==> src/rtl/vga_pkg.sv <==
// Shared types and timing helpers for the VGA text layer.
package vga_pkg;

  typedef struct packed {
    logic [15:0] res_h;
    logic [15:0] h_fp;
    logic [15:0] h_sync;
    logic [15:0] h_bp;
    logic [15:0] res_v;
    logic [15:0] v_fp;
    logic [15:0] v_sync;
    logic [15:0] v_bp;
  } vga_timing_t;

  localparam int CELL_COLOR_W = 3;

  typedef struct packed {
    logic                    blink;
    logic [CELL_COLOR_W-1:0] bg;
    logic [CELL_COLOR_W-1:0] fg;
    logic [7:0]              ch;
  } vga_cell_t;

  function automatic logic [15:0] h_total(vga_timing_t t);
    return t.res_h + t.h_fp + t.h_sync + t.h_bp;
  endfunction

  function automatic logic [15:0] v_total(vga_timing_t t);
    return t.res_v + t.v_fp + t.v_sync + t.v_bp;
  endfunction

endpackage

==> src/rtl/vga_timing_gen.sv <==
// Free-running h/v raster counters with raw (unpipelined) sync levels.
module vga_timing_gen
  import vga_pkg::*;
#(
  parameter vga_timing_t TIMING = '{16'd640, 16'd16, 16'd96, 16'd48,
                                   16'd480, 16'd10, 16'd2, 16'd33},
  parameter logic SYNC_POL = 1'b0
) (
  input  logic        clk,
  input  logic        reset,
  output logic [15:0] h,
  output logic [15:0] v,
  output logic        hsync,
  output logic        vsync
);

  localparam logic [15:0] H_LAST   = h_total(TIMING) - 16'd1;
  localparam logic [15:0] V_LAST   = v_total(TIMING) - 16'd1;
  localparam logic [15:0] HS_START = TIMING.res_h + TIMING.h_fp;
  localparam logic [15:0] HS_END   = HS_START + TIMING.h_sync;
  localparam logic [15:0] VS_START = TIMING.res_v + TIMING.v_fp;
  localparam logic [15:0] VS_END   = VS_START + TIMING.v_sync;

  logic [15:0] h_r;
  logic [15:0] v_r;

  // raster position, v steps on every h wrap
  always_ff @(posedge clk) begin
    if (reset) begin
      h_r <= 16'd0;
      v_r <= 16'd0;
    end else if (h_r == H_LAST) begin
      h_r <= 16'd0;
      v_r <= (v_r == V_LAST) ? 16'd0 : v_r + 16'd1;
    end else begin
      h_r <= h_r + 16'd1;
    end
  end

  // raw sync levels for the current counter value
  always_comb begin
    hsync = ((h_r >= HS_START) && (h_r < HS_END)) ? SYNC_POL : ~SYNC_POL;
    vsync = ((v_r >= VS_START) && (v_r < VS_END)) ? SYNC_POL : ~SYNC_POL;
  end

  assign h = h_r;
  assign v = v_r;

endmodule

==> src/rtl/vga_text_layer.sv <==
// Character-cell text overlay: cell counters, text-RAM/font-ROM fetch and
// a 4-clock pixel pipeline aligned with HSYNC/VSYNC/frame_start.
module vga_text_layer
  import vga_pkg::*;
#(
  parameter int   RES_H    = 640,
  parameter int   RES_V    = 480,
  parameter int   H_FP     = 16,
  parameter int   H_SYNC   = 96,
  parameter int   H_BP     = 48,
  parameter int   V_FP     = 10,
  parameter int   V_SYNC   = 2,
  parameter int   V_BP     = 33,
  parameter int   FONT_W   = 8,
  parameter int   FONT_H   = 8,
  parameter int   COLOR_W  = 3,
  parameter logic SYNC_POL = 1'b0,
  parameter int   COLS     = 80
) (
  input  logic                            clk,
  input  logic                            reset,
  input  logic [2:0]                      scale_x,
  input  logic [2:0]                      scale_y,
  input  logic                            gap_en,
  input  logic                            blink_phase,
  output logic [11:0]                     cell_addr,
  input  logic [8+2*COLOR_W:0]            cell_q,
  output logic [$clog2(256*FONT_H)-1:0]   font_addr,
  input  logic [FONT_W-1:0]               font_q,
  output logic [COLOR_W-1:0]              RGB,
  output logic                            HSYNC,
  output logic                            VSYNC,
  output logic                            frame_start
);

  localparam int FA_W = $clog2(256*FONT_H);
  localparam vga_timing_t TIMING = '{16'(RES_H), 16'(H_FP), 16'(H_SYNC), 16'(H_BP),
                                     16'(RES_V), 16'(V_FP), 16'(V_SYNC), 16'(V_BP)};
  localparam logic [15:0] H_LAST  = h_total(TIMING) - 16'd1;
  localparam logic [15:0] V_LAST  = v_total(TIMING) - 16'd1;
  localparam logic [15:0] RES_H_W = 16'(RES_H);
  localparam logic [15:0] RES_V_W = 16'(RES_V);
  localparam logic [15:0] COLS_W  = 16'(COLS);
  localparam logic [15:0] FW      = 16'(FONT_W);
  localparam logic [15:0] FH      = 16'(FONT_H);

  logic [15:0] h_s, v_s;
  logic        hs_raw_s, vs_raw_s;

  vga_timing_gen #(.TIMING(TIMING), .SYNC_POL(SYNC_POL)) u_timing (
    .clk   (clk),
    .reset (reset),
    .h     (h_s),
    .v     (v_s),
    .hsync (hs_raw_s),
    .vsync (vs_raw_s)
  );

  logic [2:0]  sx_r, sy_r, rx_r, ry_r;
  logic        gap_r;
  logic [15:0] cx_r, px_r, xs_r, cy_r, py_r, ys_r;
  logic        at_origin_s, gap_s, en_s, gap_pix_s;
  logic [2:0]  sx_s, sy_s;
  logic [15:0] pw_s, ph_s, cw_s, ch_s;

  // S0 geometry; the origin cycle uses live inputs so the first cell already follows them
  always_comb begin
    at_origin_s = (h_s == 16'd0) && (v_s == 16'd0);
    sx_s        = at_origin_s ? scale_x : sx_r;
    sy_s        = at_origin_s ? scale_y : sy_r;
    gap_s       = at_origin_s ? gap_en  : gap_r;
    pw_s        = FW + {15'd0, gap_s};
    ph_s        = FH + {15'd0, gap_s};
    cw_s        = pw_s * {13'd0, sx_s} + pw_s;
    ch_s        = ph_s * {13'd0, sy_s} + ph_s;
    en_s        = (h_s < RES_H_W) && (v_s < RES_V_W) && (cx_r < COLS_W) &&
                  (xs_r + cw_s <= RES_H_W) && (ys_r + ch_s <= RES_V_W);
    gap_pix_s   = (px_r >= FW) || (py_r >= FH);
  end

  assign cell_addr = 12'(cy_r * COLS_W + cx_r);

  // cell counters describe the pixel currently addressed by h/v
  always_ff @(posedge clk) begin
    if (reset) begin
      {sx_r, sy_r, rx_r, ry_r, gap_r} <= 13'd0;
      {cx_r, px_r, xs_r}              <= 48'd0;
      {cy_r, py_r, ys_r}              <= 48'd0;
    end else begin
      if (at_origin_s) begin
        sx_r  <= scale_x;
        sy_r  <= scale_y;
        gap_r <= gap_en;
      end
      if (h_s == H_LAST) begin
        rx_r <= 3'd0;
        {cx_r, px_r, xs_r} <= 48'd0;
        if (v_s == V_LAST) begin
          ry_r <= 3'd0;
          {cy_r, py_r, ys_r} <= 48'd0;
        end else if (ry_r == sy_s) begin
          ry_r <= 3'd0;
          if (py_r == ph_s - 16'd1) begin
            py_r <= 16'd0;
            cy_r <= cy_r + 16'd1;
            ys_r <= v_s + 16'd1;
          end else begin
            py_r <= py_r + 16'd1;
          end
        end else begin
          ry_r <= ry_r + 3'd1;
        end
      end else if (rx_r == sx_s) begin
        rx_r <= 3'd0;
        if (px_r == pw_s - 16'd1) begin
          px_r <= 16'd0;
          cx_r <= cx_r + 16'd1;
          xs_r <= h_s + 16'd1;
        end else begin
          px_r <= px_r + 16'd1;
        end
      end else begin
        rx_r <= rx_r + 3'd1;
      end
    end
  end

  logic               s1_en_r, s1_gap_r, s1_hs_r, s1_vs_r, s1_fs_r;
  logic [15:0]        s1_frow_r, s1_fcol_r;
  logic               s2_en_r, s2_gap_r, s2_hs_r, s2_vs_r, s2_fs_r, s2_blink_r;
  logic [15:0]        s2_fcol_r;
  logic [COLOR_W-1:0] s2_fg_r, s2_bg_r;
  logic               s3_en_r, s3_gap_r, s3_hs_r, s3_vs_r, s3_fs_r, s3_blink_r;
  logic [15:0]        s3_fcol_r;
  logic [COLOR_W-1:0] s3_fg_r, s3_bg_r;
  logic [FA_W-1:0]    font_addr_r;
  logic [COLOR_W-1:0] rgb_r, pix_s;
  logic               hs_r, vs_r, fs_r;
  logic [FONT_W-1:0]  shifted_s;

  // glyph bit from font_q (MSB leftmost) combined with cell colours
  always_comb begin
    shifted_s = font_q << s3_fcol_r;
    pix_s     = {COLOR_W{1'b0}};
    if (!s3_en_r) begin
      pix_s = {COLOR_W{1'b0}};
    end else if (s3_gap_r) begin
      pix_s = s3_bg_r;
    end else if (shifted_s[FONT_W-1] && !(s3_blink_r && blink_phase)) begin
      pix_s = s3_fg_r;
    end else begin
      pix_s = s3_bg_r;
    end
  end

  // S1..S3 side-band pipeline, font address and output registers
  always_ff @(posedge clk) begin
    if (reset) begin
      {s1_en_r, s1_gap_r, s1_fs_r} <= 3'd0;
      {s1_hs_r, s1_vs_r}           <= {~SYNC_POL, ~SYNC_POL};
      {s1_frow_r, s1_fcol_r}       <= 32'd0;
      {s2_en_r, s2_gap_r, s2_fs_r, s2_blink_r} <= 4'd0;
      {s2_hs_r, s2_vs_r}           <= {~SYNC_POL, ~SYNC_POL};
      s2_fcol_r                    <= 16'd0;
      s2_fg_r                      <= {COLOR_W{1'b0}};
      s2_bg_r                      <= {COLOR_W{1'b0}};
      {s3_en_r, s3_gap_r, s3_fs_r, s3_blink_r} <= 4'd0;
      {s3_hs_r, s3_vs_r}           <= {~SYNC_POL, ~SYNC_POL};
      s3_fcol_r                    <= 16'd0;
      s3_fg_r                      <= {COLOR_W{1'b0}};
      s3_bg_r                      <= {COLOR_W{1'b0}};
      font_addr_r                  <= {FA_W{1'b0}};
      rgb_r                        <= {COLOR_W{1'b0}};
      {hs_r, vs_r}                 <= {~SYNC_POL, ~SYNC_POL};
      fs_r                         <= 1'b0;
    end else begin
      s1_en_r     <= en_s;
      s1_gap_r    <= gap_pix_s;
      s1_fs_r     <= at_origin_s;
      s1_hs_r     <= hs_raw_s;
      s1_vs_r     <= vs_raw_s;
      s1_frow_r   <= py_r;
      s1_fcol_r   <= px_r;
      s2_en_r     <= s1_en_r;
      s2_gap_r    <= s1_gap_r;
      s2_fs_r     <= s1_fs_r;
      s2_hs_r     <= s1_hs_r;
      s2_vs_r     <= s1_vs_r;
      s2_fcol_r   <= s1_fcol_r;
      s2_blink_r  <= cell_q[8+2*COLOR_W];
      s2_bg_r     <= cell_q[8+2*COLOR_W-1 -: COLOR_W];
      s2_fg_r     <= cell_q[8+COLOR_W-1 -: COLOR_W];
      font_addr_r <= FA_W'(cell_q[7:0]) * FA_W'(FONT_H) + FA_W'(s1_frow_r);
      s3_en_r     <= s2_en_r;
      s3_gap_r    <= s2_gap_r;
      s3_fs_r     <= s2_fs_r;
      s3_hs_r     <= s2_hs_r;
      s3_vs_r     <= s2_vs_r;
      s3_fcol_r   <= s2_fcol_r;
      s3_blink_r  <= s2_blink_r;
      s3_bg_r     <= s2_bg_r;
      s3_fg_r     <= s2_fg_r;
      rgb_r       <= pix_s;
      hs_r        <= s3_hs_r;
      vs_r        <= s3_vs_r;
      fs_r        <= s3_fs_r;
    end
  end

  assign font_addr   = font_addr_r;
  assign RGB         = rgb_r;
  assign HSYNC       = hs_r;
  assign VSYNC       = vs_r;
  assign frame_start = fs_r;

endmodule

==> config.mk <==
export PLATFORM = sky130hd
export DESIGN_NAME = vga_text_layer
export DESIGN_NICKNAME = d
export VERILOG_FILES = /design/src/rtl/vga_pkg.sv /design/src/rtl/vga_timing_gen.sv /design/src/rtl/vga_text_layer.sv
export SDC_FILE = /design/constraint.sdc
export NUM_CORES = 1
export LEC_CHECK = 0
export ABC_CLOCK_PERIOD_IN_PS = 9800
export CORE_ASPECT_RATIO = 0.6
export CORE_MARGIN = 3
export CORE_UTILIZATION = 40
export DETAILED_ROUTE_END_ITERATION = 7
export GPL_TIMING_DRIVEN = 0
export PLACE_DENSITY = 0.67
export SYNTH_ARGS = -nofsm -noshare
export SYNTH_HDL_FRONTEND = slang
export SYNTH_SLANG_ARGS = --single-unit
==> constraint.sdc <==
create_clock -name clk -period 9.8 [get_ports clk]
set_input_delay 0.98 -clock clk [delete_from_list [all_inputs] [get_ports clk]]
set_output_delay 0.98 -clock clk [all_outputs]
set_load 0.02 [all_outputs]
Word-level counts from Yosys, hierarchy flattened
Cells that the tools add are included.
{ "totals": {"inputBits": 33, "reg_bits": 246, "output_inout_bits": 29, "elab_cells": 122} }
{ "classes": {"n_lt_le_gt_ge": 11, "shift": 1, "n_reduce_logical": 21, "bitwise": 1, "add_sub_neg": 16, "muxes": 20, "n_eq_ne": 6, "n_mul": 3} }
{ "op_table": {"columns": ["op", "count"], "rows": [
  ["$mux 16", 11],
  ["$add 16x1->16 const B", 6],
  ["$add 16x9->16", 2],
  ["$eq 16x10->1 const B", 2],
  ["$eq 16x16->1", 2],
  ["$ge 16x4->1 const B", 2],
  ["$logic_not 16->1", 2],
  ["$lt 16x10->1 const B", 2],
  ["$lt 16x9->1 const B", 2],
  ["$add 8x5->9", 2],
  ["$mux 3", 6],
  ["$ge 16x10->1 const B", 1],
  ["$ge 16x9->1 const B", 1],
  ["$le 16x10->1 const B", 1],
  ["$le 16x9->1 const B", 1],
  ["$lt 16x7->1 const B", 1],
  ["$mul 16x3->8 const B", 1],
  ["$mul 5x3->8", 2],
  ["$shl 8x16->8", 1],
  ["$add 12x12->12", 1],
  ["$add 11x11->11", 1],
  ["$logic_and 1x1->1", 9],
  ["$add 3x1->3 const B", 2],
  ["$eq 3x3->1", 2],
  ["other kinds (11)", 16]
]} }

Longest topological paths before layout
{ "depth": {"word_depth": 10, "depth_mapped": 23, "mapped_depth_nobuf": 21} }

Hierarchy
A second synthesis with hierarchy kept.
{ "hier_totals": {"cells_unflattened": 1333, "hier_area_um2": 11917.7} }
{ "modules_own_cells": {"columns": ["module", "area_per_inst_um2", "instances", "cells_per_inst", "seq_area_each_um2"], "rows": [
  ["vga_text_layer", 10080.9, 1, 1133, 4124.0],
  ["vga_timing_gen", 1836.8, 1, 200, 640.6]
]} }

Worst setup path before layout
OpenSTA, ideal clock, no wires.
{ "synth_path": {"kind": "reg-to-reg", "start": "register u_timing.h_r[0], in the netlist u_timing.h[0]", "end": "register s1_en_r", "t_arrival_ns": 4.590, "stages_incl_launch_ff": 22, "path_buffers": 1, "setup_ns": 0.096, "period_less_slack_ns": 4.686, "path_slack_ns": 5.114, "required_ns": 9.704, "cell_sequence": "dfxtp_1 inv_1 ha_1 nor4b_2 nand4_2 o21ai_0 and2_1 clkbuf_1 nor2_1 ha_1 ha_1 ha_1 inv_1 fa_1 nor2b_1 o21ai_0 a21oi_1 o31a_1 nor2_1 or3b_2 a2111o_1 nor4b_1"} }
{ "synth_via": {"elab_chain_cells": 10, "word_cells_on_any_way": 19, "classes_between": "add/sub (5); mul (2); order compare (3); mux (3); reduce/logical (6)"} }
{ "synth_rtl": {"columns": ["item", "line_no", "source"], "rows": [
  ["start: declaration", "vga_timing_gen.sv:24", "logic [15:0] h_r;"],
  ["start signal: assignment", "vga_timing_gen.sv:36", "h_r <= h_r + 16'd1;"],
  ["$logic_not 16->1", "vga_text_layer.sv:68", "at_origin_s = (h_s == 16'd0) && (v_s == 16'd0);"],
  ["$logic_and 1x1->1", "vga_text_layer.sv:68", null],
  ["$mux 1", null, null],
  ["$add 4x1->5", "vga_text_layer.sv:72, vga_text_layer.sv:73", null],
  ["$mul 5x3->8", "vga_text_layer.sv:74", "cw_s = pw_s * {13'd0, sx_s} + pw_s;"],
  ["$add 8x5->9", "vga_text_layer.sv:74", null],
  ["$add 16x9->16", "vga_text_layer.sv:77", "(xs_r + cw_s <= RES_H_W) && (ys_r + ch_s <= RES_V_W);"],
  ["$le 16x10->1", "vga_text_layer.sv:77", null],
  ["$logic_and 1x1->1", "vga_text_layer.sv:76", "en_s = (h_s < RES_H_W) && (v_s < RES_V_W) && (cx_r < COLS_W) &&"],
  ["$logic_and 1x1->1 *", "vga_text_layer.sv:77", null],
  ["end signal: assignment", "vga_text_layer.sv:177", "s1_en_r <= en_s;"],
  ["end: declaration", "vga_text_layer.sv:128", "logic s1_en_r, s1_gap_r, s1_hs_r, s1_vs_r, s1_fs_r;"]
]} }
Mark *: on every way between the ends. The rest lies on a longest branch, timed or not.
A chain may end at the register's enable or synchronous reset.

Worst setup path after layout
Same ends and word-level chain as after synthesis.

==> results.json <==
{
  "status": "finished, final reports clean",
  "crit_fanout": 8,
  "timing.fmax_mhz": 163.9,
  "syn-num-nets": 1342,
  "dp_hpwl_mm": 19.66,
  "ios": 62,
  "routed_wl_mm": 25.83,
  "worstSetupStartpoint": "u_timing.h[0]",
  "maxSlewViolCount": 0,
  "ir_worst_vdd_mv": 0.1132,
  "arrival_ps": 6470,
  "drc": 0,
  "power_mw": 2.067,
  "drt_iter0_drc": 686,
  "grt-ovfl-total": 0,
  "tightest_slew_ps": 780.7,
  "ctsResizeCount": 0,
  "nets": 1427,
  "end_kind": "register",
  "ys_types": 63,
  "ff_latch_area_mm2": 0.004765,
  "crit_end": "s1_en_r",
  "fp.dieW_um": 223.5,
  "post-cts-setup-buffers": 0,
  "critPathLaunchType": "register",
  "yosys.area.top_type_share_pct": 41.95,
  "dieArea_mm2": 0.03052,
  "diodes": 0,
  "syn2layout_area_growth_pct": 16.06,
  "finalSetupTns_ps": 0,
  "wl_per_cell_um": 15.19,
  "setup_viol": 0,
  "postLayoutCoreUtil_pct": 47.49,
  "maxCapViolations": 0,
  "synth_edf_count": 0,
  "clock-sinks": 238,
  "pwr_density_cell_mw_per_mm2": 156.8,
  "clk_path_buf_depth": 3,
  "clk_latency_ps": 520,
  "hp-class": "register to register",
  "start_util_pct": 40.92,
  "final_common_cell": "dfxtp_1",
  "ys_top_cells_by_area": "dfxtp_1 42%, ha_1 7.8%, nor2_1 5.3%, nor2b_1 5.3%, xor2_1 5.0%",
  "grt_pass1_wl_mm": 42.38,
  "ys_warn_count": 0,
  "ys_seq_area_share_pct": 41.95,
  "grt_pass1_vias": 7987,
  "ys_ff_latch": 238,
  "die_y_um": 136.5,
  "ant_nets": 0,
  "grt_antenna_before_repair": 0,
  "crit_type": "register to register",
  "coreArea_mm2": 0.02776,
  "rrSetupSlack_ps": 3700,
  "grt_max_degree": 16,
  "clockRootBuffer": "clkbuf_16",
  "rsz0062_at_grt": "no",
  "r2r_start": "u_timing.h[0]",
  "grt.busiest_layer": "met1",
  "clock-skew-final_ps": 19.21,
  "htree_levels": 1,
  "vias_per_cell": 5.121,
  "avgSynthCellArea_um2": 9.227,
  "cts_hold_buf": 0,
  "crit_required_ps": 10170,
  "drive_gt1_share_pct": 7.202,
  "synthArstFlopShare_pct": 0,
  "globalRouteMet2Util_pct": 23.39,
  "syn-cell-area_mm2": 0.01136,
  "core.rowCount": 47,
  "met3_usage_pct": 3.623,
  "rr_endpoint": "s1_en_r",
  "dr.pass1.iters": 5,
  "worst_r2r_path_depth": 22,
  "met1_usage_pct": 27.11,
  "cts_buffers": 23,
  "gp_congestion": 0.8723,
  "hold_viol": 0,
  "grt.total_usage_pct": 17.08,
  "multiInputGateArea_mm2": 0.006117,
  "fin_crit_ps": 6101,
  "postSynthCellCount": 1231,
  "clkTransAtPathRegs_ps": 70,
  "layout_common_cells": "238 x dfxtp_1, 161 x nor2_1, 96 x nor2b_1",
  "port_buffers": 60,
  "leakagePower_nw": 5.339,
  "synth_ff_type": "dfxtp_1",
  "cts_tree": "yes",
  "min_period_over_period_pct": 62.25,
  "yosysTopAreaCell": "dfxtp_1",
  "nFillCells": 2628,
  "via_count": 8705,
  "maxSlewHeadroom_pct": 47.55
}
## worst max-delay path, stage by stage (launching register included)
cell,delay [ps]
dfxtp_1,370
inv_1,80
ha_1,170
nor4b_2,320
nand4_2,300
o21ai_0,350
and2_1,170
clkbuf_1,410
nor2_1,100
ha_1,300
ha_1,280
ha_1,160
inv_1,50
fa_1,410
nor2b_1,130
o21a_1,140
o21ai_0,100
a21oi_1,290
and3_1,230
mux2i_1,420
nand4_1,230
a2111o_1,440
nor4b_1,470
## worst min path at each step
stage	slack, ps	endpoint	cells past startpoint	from
finish	410	s2_hs_r	1	s1_hs_r
global route	430	s2_hs_r	1	s1_hs_r
CTS	410	s2_hs_r	1	s1_hs_r
detailed placement	390	s2_hs_r	1	s1_hs_r
global placement	390	s2_hs_r	1	s1_hs_r
floorplan	390	HSYNC	1	s3_hs_r
## routing by layer
metal,share of wire [%],up-vias
met1,53,4111
met5,0,-
li1,-,4363
met4,1.9,0
met2,39,191
met3,6.2,40
## report_power, final
group	switching [mW]	total, mW	internal (mW)
registers	0.0122	0.997	0.985
logic	0.100	0.171	0.0705
clock network	0.380	0.899	0.519
total	0.492	2.07	1.57
## layout make-up
type	instances	area share, %
buffer	60	2.278
clock buffer	32	4.926
clock inverter	10	0.8732
inverter	47	1.338
multi-input combinational	886	46.40
sequential	238	36.14
tap	367	3.483
timing repair buffer	60	4.556
## metrics by stage
step	hold WS, ps	instance area [um2]	std cells	setup slack [ps]
floorplan	389.5	11360	1231	5114
global placement	391.1	12420	1658	3860
detailed placement	394.1	12420	1658	3821
CTS	409.2	13180	1700	3775
global route	428.0	13180	1700	3236
finish	407.7	13180	1700	3699
## cell usage after synthesis, drive strengths merged, types with 10 or more instances
| cell type | number |
|---|---|
| ha | 71 |
| inv | 47 |
| nand3 | 47 |
| dfxtp | 238 |
| nand2b | 11 |
| nor4 | 24 |
| a21oi | 39 |
| o21ai | 27 |
| nor2 | 163 |
| and3 | 24 |
| clkbuf | 33 |
| or2 | 10 |
| nand4 | 36 |
| or3 | 11 |
| o22a | 14 |
| nor3 | 24 |
| xnor2 | 51 |
| nand2 | 62 |
| nor2b | 96 |
| a211oi | 13 |
| xor2 | 65 |
| mux2i | 22 |
| buf | 27 |
## state kept, by name (all words and copies together) (netlist names), 3 cells and up
signal and cells:
px_r 16, s3_fg_r 3, sx_r 3, py_r 16
rx_r 3, u_timing.v 16, font_addr 11, s2_fcol_r 16
xs_r 16, s3_bg_r 3, u_timing.h 16, s2_fg_r 3
s1_fcol_r 16, cy_r 8, s3_fcol_r 16, ry_r 3
ys_r 16, s2_bg_r 3, cx_r 16, sy_r 3
s1_frow_r 11, RGB 3
## cells by family after synthesis
kind of cell | count (synthesis) | share of synthesized area [%]
muxes | 24 | 2.335
adders and majority gates | 78 | 9.055
xor gates and xnor gates | 116 | 8.945
AOI/OAI and AO/OA | 133 | 7.898
DFF | 238 | 41.95
buffers and inverters | 107 | 4.197
and+or+nand+nor | 535 | 25.62
No activity file was read; power rests on OpenSTA's default activity.
==> variant (same settings) <==
The parameter `FONT_W` goes from 8 to 12.
--- a/src/rtl/vga_text_layer.sv
+++ b/src/rtl/vga_text_layer.sv
@@ -12,5 +12,5 @@
   parameter int   V_SYNC   = 2,
   parameter int   V_BP     = 33,
-  parameter int   FONT_W   = 8,
+  parameter int   FONT_W   = 12,
   parameter int   FONT_H   = 8,
   parameter int   COLOR_W  = 3,
Interface: changed (resized font_q); port bits go from 62 to 66. No check against the original RTL was run, so the function may have changed too.
==> variant against the original RTL <==
Non-clock buffer count grew 4. First-iteration DRC count grew 7.9%. Setup slack lost 1.6 ns. Sequential cell count is the same. Routed wire length grew 9.0%. Total power grew 3.6%. Via count grew 6.0%. Cell area grew 0.98%. Global-route usage grew 1.4 points. Area after synthesis grew 0.18%.
==> variant: results (changes against the original RTL) <==
<table>
<tr><th>Metric</th><th>Value</th></tr>
<tr><th colspan="2">Route</th></tr>
<tr><td>Number of DRC violations after detailed-routing iteration 0</td><td>740 (+7.9%)</td></tr>
<tr><td>DRT Wirelength</td><td>28200 um (+9.0%)</td></tr>
<tr><td>Met2 Routed Length</td><td>10400 um (+3.5%)</td></tr>
<tr><td>Met1 layer wirelength in the final routing</td><td>15100 um (+10%)</td></tr>
<tr><th colspan="2">GRT</th></tr>
<tr><td>Global-route track usage on met3</td><td>0.0420 (+0.00579)</td></tr>
<tr><td>Global routing met2 resource utilization</td><td>0.242 (+0.00770)</td></tr>
<tr><td>Total routing usage reported by global routing</td><td>0.185 (+0.0142)</td></tr>
<tr><th colspan="2">Finish</th></tr>
<tr><td>Layout overhead on the synthesized area</td><td>17.0%</td></tr>
<tr><td>Clock buffers</td><td>29 (-9.4%)</td></tr>
<tr><td>Antenna fix cells</td><td>1 (+1)</td></tr>
<tr><td>Filler cells</td><td>2662 (+1.3%)</td></tr>
<tr><td>Area of combinational cells with multiple inputs</td><td>6180 um^2 (+1.0%)</td></tr>
<tr><td>Final std cells w/o fill</td><td>1749 (+2.9%)</td></tr>
<tr><td>Multi-input gates</td><td>929 (+4.9%)</td></tr>
<tr><td>Fraction of final layout cells sized beyond drive strength 1</td><td>0.0478 (-0.0242)</td></tr>
<tr><td>Proportion of cell area spent on the clock network</td><td>0.0613 (+0.00329)</td></tr>
<tr><th colspan="2">Synthesis</th></tr>
<tr><td>Area fraction in compound gates after synthesis</td><td>0.100 (+0.0212)</td></tr>
<tr><td>Number of library cell types mapped by synthesis</td><td>59 (-6.3%)</td></tr>
<tr><td>Nets in the synthesized netlist</td><td>1392 (+3.7%)</td></tr>
<tr><td>Xor and xnor fraction of the mapped netlist area</td><td>0.0739 (-0.0156)</td></tr>
<tr><td>Register area share after synthesis</td><td>0.419 (-0.000738)</td></tr>
<tr><th colspan="2">Worst setup path</th></tr>
<tr><td>FF-to-FF setup slack</td><td>2.05 ns (-1.65 ns)</td></tr>
<tr><td>Worst Reg-to-Reg Cells</td><td>19 (-14%)</td></tr>
<tr><td>Largest fanout on the critical path</td><td>9 (+1)</td></tr>
<tr><th colspan="2">Min path</th></tr>
<tr><td>Min-Delay Endpoint</td><td>s2_vs_r</td></tr>
<tr><th colspan="2">Timing</th></tr>
<tr><td>Max Clk Rate</td><td>0.129 GHz (-21%)</td></tr>
<tr><th colspan="2">Place</th></tr>
<tr><td>Pre-CTS WS</td><td>2.36 ns (-1.46 ns)</td></tr>
<tr><th colspan="2">Run status</th></tr>
<tr><td>Result of the run</td><td>finished, final reports clean</td></tr>
</table>
## variant: changes by cell type after synthesis, sizes merged, moves of 7 or more
| cell | change |
|---|---|
| nor2 | -32 |
| nand2 | +38 |
| a211oi | -7 |
| a21oi | +28 |
| xor2 | -11 |
| xnor2 | -9 |
| clkbuf | +10 |
| buf | -11 |
| or3 | +10 |
## variant: report_power, final
part           internal [uW]  total (uW)  leakage (uW)  switching (uW)
sequential               983         995       0.00193            11.2
combinational           76.0         184       0.00310             108
clock                    590         962      0.000401             372
total                   1650        2140       0.00542             492
## variant: critical path, cell delays in order, from the launching register on
cell       delay, ns
dfxtp_1         0.30
clkbuf_1        0.21
nor4_1          0.77
nand4_1         0.50
nor3_1          1.09
mux2i_1         0.61
nor2_1          0.10
ha_1            0.21
ha_1            0.28
ha_1            0.16
inv_1           0.05
fa_1            0.40
nor2b_1         0.13
o21a_1          0.14
o21ai_0         0.14
a2111oi_0       0.97
nand3_1         0.15
a2111oi_0       0.62
o311ai_0        0.35
nor3_1          0.41
